### src/rtl/regfile_dump_reader_pkg.sv
// Shared definitions for the regfile dump reader: default widths common with
// the regfile/alu, and the dump FSM state encoding.
package regfile_dump_reader_pkg;

  localparam int unsigned DATA_WIDTH_DEF = 16;
  localparam int unsigned ADDR_WIDTH_DEF = 4;

  typedef enum logic [2:0] {
    ST_IDLE,
    ST_READ,
    ST_SEND,
    ST_SUM,
    ST_DONE
  } dump_state_e;

endpackage

### src/rtl/regfile_dump_reader.sv
// Walks a wrapping register range through one regfile read port and streams
// (addr, data) beats over valid/ready. Optional XOR checksum beat: REGFILE_DUMP_CHECKSUM_EN.
module regfile_dump_reader
  import regfile_dump_reader_pkg::*;
#(
  parameter int unsigned DATA_WIDTH = DATA_WIDTH_DEF,
  parameter int unsigned ADDR_WIDTH = ADDR_WIDTH_DEF
) (
  input  logic                  clk,
  input  logic                  reset,
  input  logic                  start,
  input  logic [ADDR_WIDTH-1:0] first_addr,
  input  logic [ADDR_WIDTH-1:0] last_addr,
  output logic [ADDR_WIDTH-1:0] ra,
  input  logic [DATA_WIDTH-1:0] rd,
  output logic                  out_valid,
  input  logic                  out_ready,
  output logic [ADDR_WIDTH-1:0] out_addr,
  output logic [DATA_WIDTH-1:0] out_data,
  output logic                  out_last,
  output logic                  out_sum,
  output logic                  busy,
  output logic                  done
);

  localparam int unsigned CNT_W = ADDR_WIDTH + 1;

`ifdef REGFILE_DUMP_CHECKSUM_EN
  localparam bit CHECKSUM = 1'b1;
`else
  localparam bit CHECKSUM = 1'b0;
`endif

  dump_state_e           state_q, state_d;
  logic [ADDR_WIDTH-1:0] idx_q, idx_d;
  logic [CNT_W-1:0]      rem_q, rem_d;
  logic [ADDR_WIDTH-1:0] out_addr_q, out_addr_d;
  logic [DATA_WIDTH-1:0] out_data_q, out_data_d;
  logic                  out_valid_q, out_valid_d;
  logic                  out_last_q, out_last_d;
  logic [ADDR_WIDTH-1:0] span;
  logic                  sum_beat;

`ifdef REGFILE_DUMP_CHECKSUM_EN
  logic [DATA_WIDTH-1:0] sum_q, sum_d;
  logic                  out_sum_q, out_sum_d;
  assign sum_beat = out_sum_q;
  assign out_sum  = out_sum_q;
`else
  assign sum_beat = 1'b0;
  assign out_sum  = 1'b0;
`endif

  // Modular difference gives the wrapped range length minus one.
  assign span = last_addr - first_addr;

  always_comb begin
    state_d     = state_q;
    idx_d       = idx_q;
    rem_d       = rem_q;
    out_addr_d  = out_addr_q;
    out_data_d  = out_data_q;
    out_valid_d = out_valid_q;
    out_last_d  = out_last_q;
`ifdef REGFILE_DUMP_CHECKSUM_EN
    sum_d       = sum_q;
    out_sum_d   = out_sum_q;
`endif
    case (state_q)
      ST_IDLE: begin
        if (start) begin
          idx_d   = first_addr;
          rem_d   = CNT_W'(span) + CNT_W'(1);
          state_d = ST_READ;
`ifdef REGFILE_DUMP_CHECKSUM_EN
          sum_d   = '0;
`endif
        end
      end
      ST_READ: begin
        out_data_d  = rd;
        out_addr_d  = idx_q;
        out_last_d  = (rem_q == CNT_W'(1)) && !CHECKSUM;
        out_valid_d = 1'b1;
        state_d     = ST_SEND;
`ifdef REGFILE_DUMP_CHECKSUM_EN
        sum_d       = sum_q ^ rd;
        out_sum_d   = 1'b0;
`endif
      end
      ST_SEND: begin
        if (out_ready) begin
          out_valid_d = 1'b0;
          if (sum_beat) begin
            state_d = ST_DONE;
          end else if (rem_q > CNT_W'(1)) begin
            idx_d   = idx_q + ADDR_WIDTH'(1);
            rem_d   = rem_q - CNT_W'(1);
            state_d = ST_READ;
          end else begin
            state_d = CHECKSUM ? ST_SUM : ST_DONE;
          end
        end
      end
      ST_SUM: begin
`ifdef REGFILE_DUMP_CHECKSUM_EN
        out_data_d  = sum_q;
        out_addr_d  = '0;
        out_last_d  = 1'b1;
        out_sum_d   = 1'b1;
        out_valid_d = 1'b1;
        state_d     = ST_SEND;
`else
        state_d     = ST_DONE;
`endif
      end
      ST_DONE: state_d = ST_IDLE;
      default: state_d = ST_IDLE;
    endcase
  end

  always_ff @(posedge clk or posedge reset) begin
    if (reset) begin
      state_q     <= ST_IDLE;
      idx_q       <= '0;
      rem_q       <= '0;
      out_addr_q  <= '0;
      out_data_q  <= '0;
      out_valid_q <= 1'b0;
      out_last_q  <= 1'b0;
    end else begin
      state_q     <= state_d;
      idx_q       <= idx_d;
      rem_q       <= rem_d;
      out_addr_q  <= out_addr_d;
      out_data_q  <= out_data_d;
      out_valid_q <= out_valid_d;
      out_last_q  <= out_last_d;
    end
  end

`ifdef REGFILE_DUMP_CHECKSUM_EN
  always_ff @(posedge clk or posedge reset) begin
    if (reset) begin
      sum_q     <= '0;
      out_sum_q <= 1'b0;
    end else begin
      sum_q     <= sum_d;
      out_sum_q <= out_sum_d;
    end
  end
`endif

  // idx only moves on the edge into READ, so it doubles as the held read address.
  assign ra        = idx_q;
  assign out_valid = out_valid_q;
  assign out_addr  = out_addr_q;
  assign out_data  = out_data_q;
  assign out_last  = out_last_q;
  assign busy      = (state_q != ST_IDLE);
  assign done      = (state_q == ST_DONE);

endmodule

### config.mk
export PLATFORM = sky130hd
export DESIGN_NAME = regfile_dump_reader
export DESIGN_NICKNAME = d
export VERILOG_FILES = /design/src/rtl/regfile_dump_reader_pkg.sv /design/src/rtl/regfile_dump_reader.sv
export SDC_FILE = /design/constraint.sdc
export NUM_CORES = 1
export LEC_CHECK = 0
export ABC_AREA = 1
export BUFFER_PORTS_ARGS = -buffer_cell sky130_fd_sc_hd__buf_2
export CAP_MARGIN = 20
export CORE_MARGIN = 2
export CORE_UTILIZATION = 53
export CTS_BUF_LIST = sky130_fd_sc_hd__clkbuf_8
export CTS_CLUSTER_DIAMETER = 80
export DETAILED_ROUTE_END_ITERATION = 16
export GPL_TIMING_DRIVEN = 0
export PLACE_DENSITY = 0.92
export SLEW_MARGIN = 20
export SYNTH_ARGS = -nofsm -noshare
export SYNTH_HDL_FRONTEND = slang
export SYNTH_SLANG_ARGS = --single-unit
### constraint.sdc
create_clock -name clk -period 1.85 [get_ports clk]
set_clock_uncertainty 0.05 [all_clocks]
set_input_delay 0 -clock clk [delete_from_list [all_inputs] [get_ports clk]]
set_output_delay 0 -clock clk [all_outputs]
set_load 0.05 [all_outputs]
==> results of run 1 <==
## worst paths after layout
path | from | endpoint | slack (ps) | depth (start not counted)
setup / recovery | rem_q[1] | rem_q[4] | 230 | 12
max in group asynchronous | reset | ra[0] | 950 | 3
min in group asynchronous | reset | out_data[11] | 350 | 3
hold reg to reg | out_data[2] | out_data[2] | 420 | 2
hold / removal | first_addr[3] | ra[3] | 20 | 5
setup reg to reg | rem_q[1] | rem_q[4] | 230 | 12
## worst reg2reg max path, stage by stage (launching register included)
cell and delay [ps]:
dfrtp_1 380, inv_1 140, ha_1 160, inv_1 30, nor2_1 70, nand2_1 100, nand3_1 120, nand2_2 70
nand2_4 90, inv_6 60, buf_12 140, nand2_2 70, nand2_2 40
## registers in the layout, summed over array words and instances (netlist names)
signal / count
out_data: 16
rem_q: 5
ra: 4
state_q: 3
out_last: 1
out_valid: 1
out_addr: 4
## timing repair
item / CTS / global route
resized for setup: 0 / 0
setup buffers: 0 / 0
endpoints found under the hold margin: 52 / 0
hold buffers: 18 / 0
## placed cells by master (no fill, tap or decap)
| master | instances |
|---|---|
| a311oi_1 | 1 |
| inv_4 | 1 |
| buf_4 | 1 |
| a21oi_1 | 3 |
| buf_6 | 1 |
| buf_12 | 1 |
| buf_2 | 58 |
| nand2_1 | 85 |
| clkbuf_8 | 6 |
| inv_2 | 6 |
| conb_1 | 1 |
| clkinv_2 | 1 |
| or2_2 | 1 |
| xor2_1 | 3 |
| inv_1 | 21 |
| ha_1 | 7 |
| o21ai_2 | 8 |
| dlygate4sd3_1 | 18 |
| nor2_4 | 1 |
| nand3_1 | 10 |
| clkinvlp_4 | 1 |
| nor2_1 | 8 |
| dfrtp_1 | 34 |
| o21ai_0 | 6 |
| inv_6 | 1 |
| o21ai_1 | 8 |
| nor3_1 | 1 |
| nand3b_1 | 1 |
| nand2_4 | 1 |
| nand2_2 | 7 |
| fa_1 | 1 |
| a21oi_2 | 1 |
| nor3_4 | 1 |
## metal layers
layer | up-vias | wire length (um) | GRT usage, %
met1 | 844 | 1910 | 29.5
li1 | 847 | - | -
met3 | 19 | 231 | 7.21
met4 | 0 | 197 | 13.9
met5 | - | 0 | 0
met2 | 52 | 2710 | 49.1
## area by class of cell
type,instances,share of cell area [%]
plain buffers,6,2.21
clock buffers,6,3.38
clock inverters,2,0.513
inverters,29,4.77
multi-input cells,155,33.2
flip-flops and latches,34,34.9
well taps,46,2.36
repair buffers,73,18.7
## kinds of logic (layout without fill, tap and decap cells)
logic type	count (synthesis)	in the layout	synth area share [%]
and+or+nand+nor	116	116	27.3
xor gates and xnor gates	3	3	1.43
DFF	34	34	46.4
other	1	1	0.205
buffers and inverters	35	116	9.29
adders and majority gates	8	8	5.87
AOI/OAI and AO/OA	27	27	9.43
## cells in the mapped netlist (3+ instances only)
cell	number	share of area, %
nand2_1	85	17
o21ai_1	8	2.2
inv_2	5	1.0
nand2_2	7	2.4
ha_1	7	4.8
xor2_1	3	1.4
dfrtp_1	34	46
nor2_1	8	1.6
buf_2	3	0.82
o21ai_0	6	1.6
a21oi_1	3	0.82
nand3_1	10	2.7
o21ai_2	8	3.8
inv_1	22	4.5
## power by group
part           switching [mW]  internal [mW]  leakage (nW)
Clock                   0.301          0.299        0.0472
Combinational            2.29          0.852         0.874
Sequential              0.275           1.10         0.421
## through the flow
step,cell area (um2),power [mW],instances,utilization (%)
2_1_floorplan,1830,3.71,224,-
3_3_place_gp,2160,4.26,325,64.9
3_5_place_dp,2160,4.37,325,64.9
4_1_cts,2440,5.00,351,73.1
5_1_grt,2440,5.42,351,73.1
6_report,2440,5.12,351,73.1
==> impl_metrics.env, run 1 <==
export IMPL_outcome="finished, final reports clean"
export IMPL_synthesis_area_um2=1830
export IMPL_slew_headroom_pct=53.5
export IMPL_finalCritPeriodShare_pct=87.5
export IMPL_clkTransAtPathRegs_ps=70
export IMPL_via_per_inst=5.02
export IMPL_hold_class="input port to flip-flop"
export IMPL_cts_buffers=5
export IMPL_antenna_found_initial=0
export IMPL_core_um2=3340
export IMPL_slew_violations=0
export IMPL_worst_path_buf_inv=4
export IMPL_tightest_slew_ps=696
export IMPL_syn_area_per_cell_um2=8.18
export IMPL_grt_max_degree=35
export IMPL_syn_to_final_growth_pct=33.2
export IMPL_diodes=0
export IMPL_die_area_um2=3940
export IMPL_rsz0062_at_grt="no"
export IMPL_drtIter0Drc=88
export IMPL_synth_nets=260
export IMPL_p_leak_nw=1.34
export IMPL_rows=21
export IMPL_fin_ws_ps=231
export IMPL_crit_type="flip-flop to flip-flop"
export IMPL_cts_root_buf="clkbuf_8"
export IMPL_timing_fmax_mhz=618
export IMPL_drt_drc_violations_left=0
export IMPL_io_buffer_count=55
export IMPL_fin_tns_setup_ps=0
export IMPL_endpoint_kind="flip-flop"
export IMPL_seqCellArea_um2=851
export IMPL_grt_pass1_wl_um=8180
export IMPL_start_kind="flip-flop"
export IMPL_cts_tree="done"
export IMPL_cp_top_family="simple AND/OR/NAND/NOR gates"
export IMPL_ant_nets=0
export IMPL_fin_nets=340
export IMPL_power_density_nw_per_um2=2100
export IMPL_arrival_ps=1760
export IMPL_cap_violations=0
export IMPL_required_ps=1990
export IMPL_ys_warn_count=0
export IMPL_hold_viol=0
export IMPL_gp_congestion=0.764
export IMPL_grt_overflow=0
export IMPL_wirelength_um=5050
export IMPL_wl_per_cell_um=14.4
export IMPL_hpwl_um=2900
export IMPL_grt_usage_pct=27.3
export IMPL_synth_edf_count=0
export IMPL_fillers=254
export IMPL_ys_ff_latch=34
export IMPL_finalSetupViolations=0
export IMPL_multi_input_area_um2=811
export IMPL_path_cells="inv_1, ha_1, inv_1, nor2_1, nand2_1, nand3_1, nand2_2, nand2_4, inv_6, buf_12, nand2_2, nand2_2"
export IMPL_grt_pass1_vias=1726
export IMPL_vias=1762
export IMPL_seq_area_frac_synth_pct=46.4
export IMPL_cts_path_max_buffers=2
export IMPL_synth_cells=224
export IMPL_async_reset_ff_share_pct=100
export IMPL_ir_drop_mv=1.38
export IMPL_io_pins=57
export IMPL_cp_common_cell="nand2_2"
export IMPL_worst_path_largest_cell_delay_ps=380
export IMPL_cts_sinks=34
export IMPL_drt_pass1_iterations=4
export IMPL_synth_distinct_cells=29
export IMPL_ys_flop_type="dfrtp_1"
export IMPL_die_x_um=62.8
export IMPL_critPathSlowestCell="dfrtp_1"
export IMPL_insertion_delay_ps=300
export IMPL_drive_gt1_share_pct=31.8
export IMPL_hold_ws_ps=16.3
export IMPL_htreeDepth=2
export IMPL_min_period_ps=1620
export IMPL_die_h_um=62.8
export IMPL_path_max_fanout=10
export IMPL_floorplan_initialDensity_pct=54.9
export IMPL_place_ws_ps=230
(Power assumes the default switching activity.)
==> run 2: changes to the inputs <==
- CORE_MARGIN: 2 -> 3
==> run 2 against run 1 <==
  * Cell area fell by 0.26%
  * First-iteration DRC count increased by 65%
  * Cell count is 0.57% lower
  * Worst hold slack improved by 7.8 ps
  * Largest cell class unchanged
  * Total power is 1.1% lower
  * Largest power group unchanged
  * Core utilization rose by 3.5 points
  * Combinational power about the same
  * Sequential share of layout area increased by 0.090 points
  * Critical path depth did not move
==> impl_metrics.env, run 2 (synthesized netlist as in run 1, its figures left out) <==
export IMPL_slew_violations=0
export IMPL_finalCritPeriodShare_pct=87.0
export IMPL_drt_pass1_iterations=4
export IMPL_io_buffer_count=55
export IMPL_grt_max_degree=35
export IMPL_min_period_ps=1610
export IMPL_wirelength_um=5000
export IMPL_rsz0062_at_grt="no"
export IMPL_diodes=0
export IMPL_cts_root_buf="clkbuf_8"
export IMPL_via_per_inst=5.02
export IMPL_start_kind="flip-flop"
export IMPL_wl_per_cell_um=14.3
export IMPL_grt_pass1_vias=1806
export IMPL_final_core_util_pct=76.6
export IMPL_core_um2=3180
export IMPL_endpoint_kind="flip-flop"
export IMPL_gp_congestion=0.820
export IMPL_hpwl_um=3020
export IMPL_clkTransAtPathRegs_ps=70
export IMPL_hold_viol=0
export IMPL_syn_to_final_growth_pct=32.9
export IMPL_die_area_um2=4200
export IMPL_drive_gt1_share_pct=31.5
export IMPL_mostFrequentLayoutCell="nand2_1"
export IMPL_grt_overflow=0
export IMPL_floorplan_initialDensity_pct=57.6
export IMPL_ant_nets=0
export IMPL_cap_violations=0
export IMPL_grt_pass1_wl_um=8290
export IMPL_cts_sinks=34
export IMPL_antenna_found_initial=0
export IMPL_drt_drc_violations_left=0
export IMPL_cts_buffers=5
export IMPL_grt_usage_pct=25.9
export IMPL_timing_fmax_mhz=621
export IMPL_multi_input_area_um2=811
export IMPL_die_h_um=64.8
export IMPL_r2r_cells=12
export IMPL_final_cell_mix="nand2_1 (85), buf_2 (58), dfrtp_1 (34)"
export IMPL_largest_reg_flops=16
export IMPL_path_max_fanout=10
export IMPL_worst_path_largest_cell_delay_ps=390
export IMPL_ir_drop_mv=1.39
export IMPL_cts_path_max_buffers=2
export IMPL_cts_tree="done"
export IMPL_required_ps=1980
export IMPL_io_pins=57
export IMPL_path_cells="inv_1, ha_1, inv_1, nor2_1, nand2_1, nand3_1, nand2_2, nand2_4, inv_6, buf_12, nand2_2, o21ai_2"
export IMPL_fillers=202
export IMPL_hold_class="input port to flip-flop"
export IMPL_whs_path_depth=5
export IMPL_tightest_slew_ps=698
export IMPL_arrival_ps=1740
export IMPL_critPathSlowestCell="dfrtp_1"
export IMPL_finalSetupViolations=0
export IMPL_drtIter0Drc=145
export IMPL_outcome="finished, final reports clean"
export IMPL_post_cts_buffers=0
export IMPL_p_leak_nw=1.35
export IMPL_rows=20
export IMPL_die_x_um=64.8
export IMPL_vias=1753
export IMPL_crit_type="flip-flop to flip-flop"
export IMPL_fin_tns_setup_ps=0
export IMPL_htreeDepth=2
export IMPL_insertion_delay_ps=280
export IMPL_seqCellArea_um2=851
export IMPL_power_density_nw_per_um2=2080
export IMPL_slew_headroom_pct=53.4
export IMPL_fin_nets=340
## run 2: cell types whose count changed in the layout (fill, tap and decap cells not counted)
cell | before | now
inv_1 | 21 | 22
clkinvlp_4 | 1 | 0
## run 2: power breakdown
part | switching, mW | internal, mW | total, mW
clock network | 0.285 | 0.295 | 0.580
registers | 0.269 | 1.10 | 1.37
logic | 2.26 | 0.850 | 3.11
## run 2: critical path: cells and delay by family (launching register included)
kind | cells | cell delay, ps
flip-flops | 1 | 390
buffers and inverters | 4 | 350
adder cells (fa/ha/maj) | 1 | 160
AND/OR/NAND/NOR | 6 | 510
AO/OA/AOI/OAI | 1 | 40
## run 2: stage by stage
stage / power (mW) / cell area (um2) / setup WS [ps] / hold slack (ps) / instances
6_report: 5.06 / 2430 / 240 / 24.1 / 349
3_5_place_dp: 4.37 / 2160 / 259 / 95.7 / 323
3_3_place_gp: 4.27 / 2160 / 289 / 149 / 323
2_1_floorplan: 3.71 / 1830 / 269 / 66.8 / 224
5_1_grt: 5.39 / 2430 / 126 / 62.8 / 349
4_1_cts: 4.98 / 2430 / 244 / 21.5 / 349
## run 2: what timing repair did
| item | 4_1_cts | 5_1_grt |
|---|---|---|
| hold endpoints to repair | 51 | 0 |
| endpoints found under the setup margin | 0 | 0 |
| resized for setup | 0 | 0 |
| hold buffers | 18 | 0 |
## run 2: cell type report
cell class	instances	area share (%)
sequential	34	35.0
multi-input combinational	155	33.3
timing repair buffer	73	18.7
inverter	29	4.78
clock buffer	6	3.39
tap	44	2.26
buffer	6	2.21
clock inverter	2	0.360
## run 2: path summary, 6_finish.rpt
check / start / end / slack [ps]
worst max register to register: rem_q[1] / ra[0] / 240
worst min-delay path: first_addr[3] / ra[3] / 20
worst max-delay path: rem_q[1] / ra[0] / 240
max in group asynchronous: reset / out_addr[3] / 950
worst min register to register: out_data[12] / out_data[12] / 410
min in group asynchronous: reset / out_data[8] / 330
## run 2: metal layers
layer	part of all wire (%)	wire length [um]	up-vias	track usage, %
met4	4.2	209	0	13.2
met1	37	1870	809	27.6
li1	-	-	851	-
met5	0	0	-	0
met3	4.7	233	20	4.85
met2	54	2680	73	48.1
==> run 3: changes to the inputs <==
- ABC_AREA: 1 -> unset
- CORE_UTILIZATION: 53 -> 52
- PLACE_DENSITY: 0.92 -> 0.91
==> run 3 against run 2 <==
  * Clock-buffer cell count stayed put
  * Register-to-register slack got worse by 250 ps
  * Non-clock buffer count is 4 higher
  * Largest power group unchanged
  * The flow now finishes with violations (negative hold slack, negative setup slack)
==> impl_metrics.env, run 3 <==
export IMPL_die_x_um=64.7
export IMPL_synth_cells=152
export IMPL_hold_ws_ps=-1.87
export IMPL_drt_pass1_iterations=4
export IMPL_fin_cells=280
export IMPL_hold_viol=1
export IMPL_gp_congestion=0.788
export IMPL_wirelength_um=4520
export IMPL_power_mw=4.83
export IMPL_cts_root_buf="clkbuf_8"
export IMPL_fillers=203
export IMPL_drtIter0Drc=81
export IMPL_mostFrequentLayoutCell="buf_2"
export IMPL_rsz0062_at_grt="yes"
export IMPL_hold_class="input port to flip-flop"
export IMPL_timing_fmax_mhz=539
export IMPL_endpoint_kind="flip-flop"
export IMPL_ys_ff_latch=34
export IMPL_ir_drop_mv=1.15
export IMPL_netSwitchingPower_mw=2.47
export IMPL_cts_path_max_buffers=2
export IMPL_synth_common_cells="dfrtp_1 (34), mux2_2 (20), inv_1 (14), ha_1 (7), nand3_1 (7)"
export IMPL_drt_drc_violations_left=0
export IMPL_diodes=0
export IMPL_power_density_nw_per_um2=1990
export IMPL_cts_buffers=5
export IMPL_placed_cells=251
export IMPL_path_max_fanout=6
export IMPL_min_period_ps=1860
export IMPL_p_leak_nw=1.18
export IMPL_drive_gt1_share_pct=42.8
export IMPL_fin_nets=271
export IMPL_synth_area_top_cells="dfrtp_1 (47%), mux2_2 (13%), ha_1 (4.9%)"
export IMPL_seq_area_frac_synth_pct=47.5
export IMPL_synthesis_area_um2=1790
export IMPL_via_per_inst=5.36
export IMPL_hpwl_um=2910
export IMPL_placed_cell_area_um2=2120
export IMPL_crit_type="flip-flop to flip-flop"
export IMPL_htreeDepth=2
export IMPL_async_reset_ff_share_pct=100
export IMPL_p_sw_share_pct=51.2
export IMPL_vias=1500
export IMPL_final_cell_mix="buf_2 (58), dfrtp_1 (34), mux2_2 (20)"
export IMPL_synth_largest_area_cell="dfrtp_1"
export IMPL_p_comb_share_pct=59.6
export IMPL_finalCritPeriodShare_pct=100
export IMPL_cts_sinks=34
export IMPL_synth_top_area_share_pct=47.5
export IMPL_insertion_delay_ps=290
export IMPL_die_h_um=64.7
export IMPL_outcome="finished, violations left"
export IMPL_required_ps=1970
export IMPL_synth_nets=188
export IMPL_ant_nets=0
export IMPL_grt_pass1_vias=1496
export IMPL_start_kind="flip-flop"
export IMPL_slew_violations=0
export IMPL_p_int_mw=2.36
export IMPL_grt_usage_pct=23.5
export IMPL_floorplan_initialDensity_pct=56.4
export IMPL_io_buffer_count=55
export IMPL_core_um2=3180
export IMPL_syn_area_per_cell_um2=11.8
export IMPL_wl_per_cell_um=16.1
export IMPL_seqPwrFrac_pct=28.9
export IMPL_fin_tns_setup_ps=-5.01
export IMPL_rows=20
export IMPL_die_area_um2=4190
export IMPL_largest_reg_flops=16
export IMPL_fin_ws_ps=-5.01
export IMPL_io_pins=57
export IMPL_slew_headroom_pct=54.9
export IMPL_grt_max_degree=35
export IMPL_p_clk_share_pct=11.5
export IMPL_finalSetupViolations=1
export IMPL_antenna_found_initial=0
export IMPL_violations="negative hold slack, negative setup slack"
export IMPL_place_ws_ps=-139
export IMPL_syn_to_final_growth_pct=35.3
export IMPL_fin_area_um2=2430
export IMPL_synth_most_common_cell="dfrtp_1"
export IMPL_arrival_ps=1970
export IMPL_synth_edf_count=0
export IMPL_grt_overflow=0
export IMPL_tightest_slew_ps=676
export IMPL_final_core_util_pct=76.3
export IMPL_synth_distinct_cells=42
export IMPL_grt_pass1_wl_um=7280
export IMPL_clkTransAtPathRegs_ps=60
export IMPL_ys_warn_count=0
export IMPL_cts_tree="done"
export IMPL_cap_violations=0
export IMPL_ys_flop_type="dfrtp_1"
## run 3: per-layer routing
layer	GRT usage, %	part of all wire (%)
met1	27.7	38
met2	40.2	53
met3	6.24	6.6
met4	10.0	2.9
met5	0	0
## run 3: final cells by class
class | count | area (um2) | area share, %
inverter | 14 | 52.6 | 2.17
tap | 44 | 55.1 | 2.27
clock buffer | 6 | 82.6 | 3.40
multi-input combinational | 97 | 840 | 34.6
buffer | 7 | 56.3 | 2.32
timing repair buffer | 76 | 480 | 19.8
sequential | 34 | 851 | 35.1
clock inverter | 2 | 8.76 | 0.361
## run 3: power by group through the flow
stage               clock, mW  combinational [mW]  sequential [mW]
floorplan                   0                1.19             2.34
global placement            0                2.70             1.35
detailed placement          0                2.76             1.38
CTS                     0.556                2.83             1.37
global route            0.594                3.04             1.44
finish                  0.555                2.88             1.40
## run 3: cells by family (layout without fill, tap and decap cells)
group,Yosys count,count (layout),synth area share [%]
buffers and inverters,21,105,6.07
adders and majority gates,8,8,6.00
other,1,1,0.209
DFF,34,34,47.5
xor gates and xnor gates,4,4,2.72
AOI/OAI and AO/OA,30,30,11.2
muxes,21,21,13.2
and+or+nand+nor,33,33,13.1
## run 3: critical path: stages, from the launching register on
cell and delay [ps]:
dfrtp_1 410, inv_1 80, ha_1 190, o21bai_1 200
a21oi_2 200, nor2_2 100, inv_2 140, mux2_1 350
## run 3: worst paths after layout
path / slack, ps / startpoint / to / cells after the start
max reg2reg: -5 / rem_q[1] / rem_q[1] / 7
min reg2reg: 430 / out_valid / out_valid / 1
max: -5 / rem_q[1] / rem_q[1] / 7
min in group asynchronous: 340 / reset / out_data[7] / 3
max in group asynchronous: 980 / reset / ra[0] / 3
min: -2 / first_addr[3] / ra[3] / 3
## run 3: what timing repair did
action                     in CTS  in global routing
setup endpoints to repair       1                 18
hold buffers                   19                  0
pin swaps                       2                  0
hold endpoints to repair       52                  0
resized for setup               0                  2
setup buffers                   2                  0
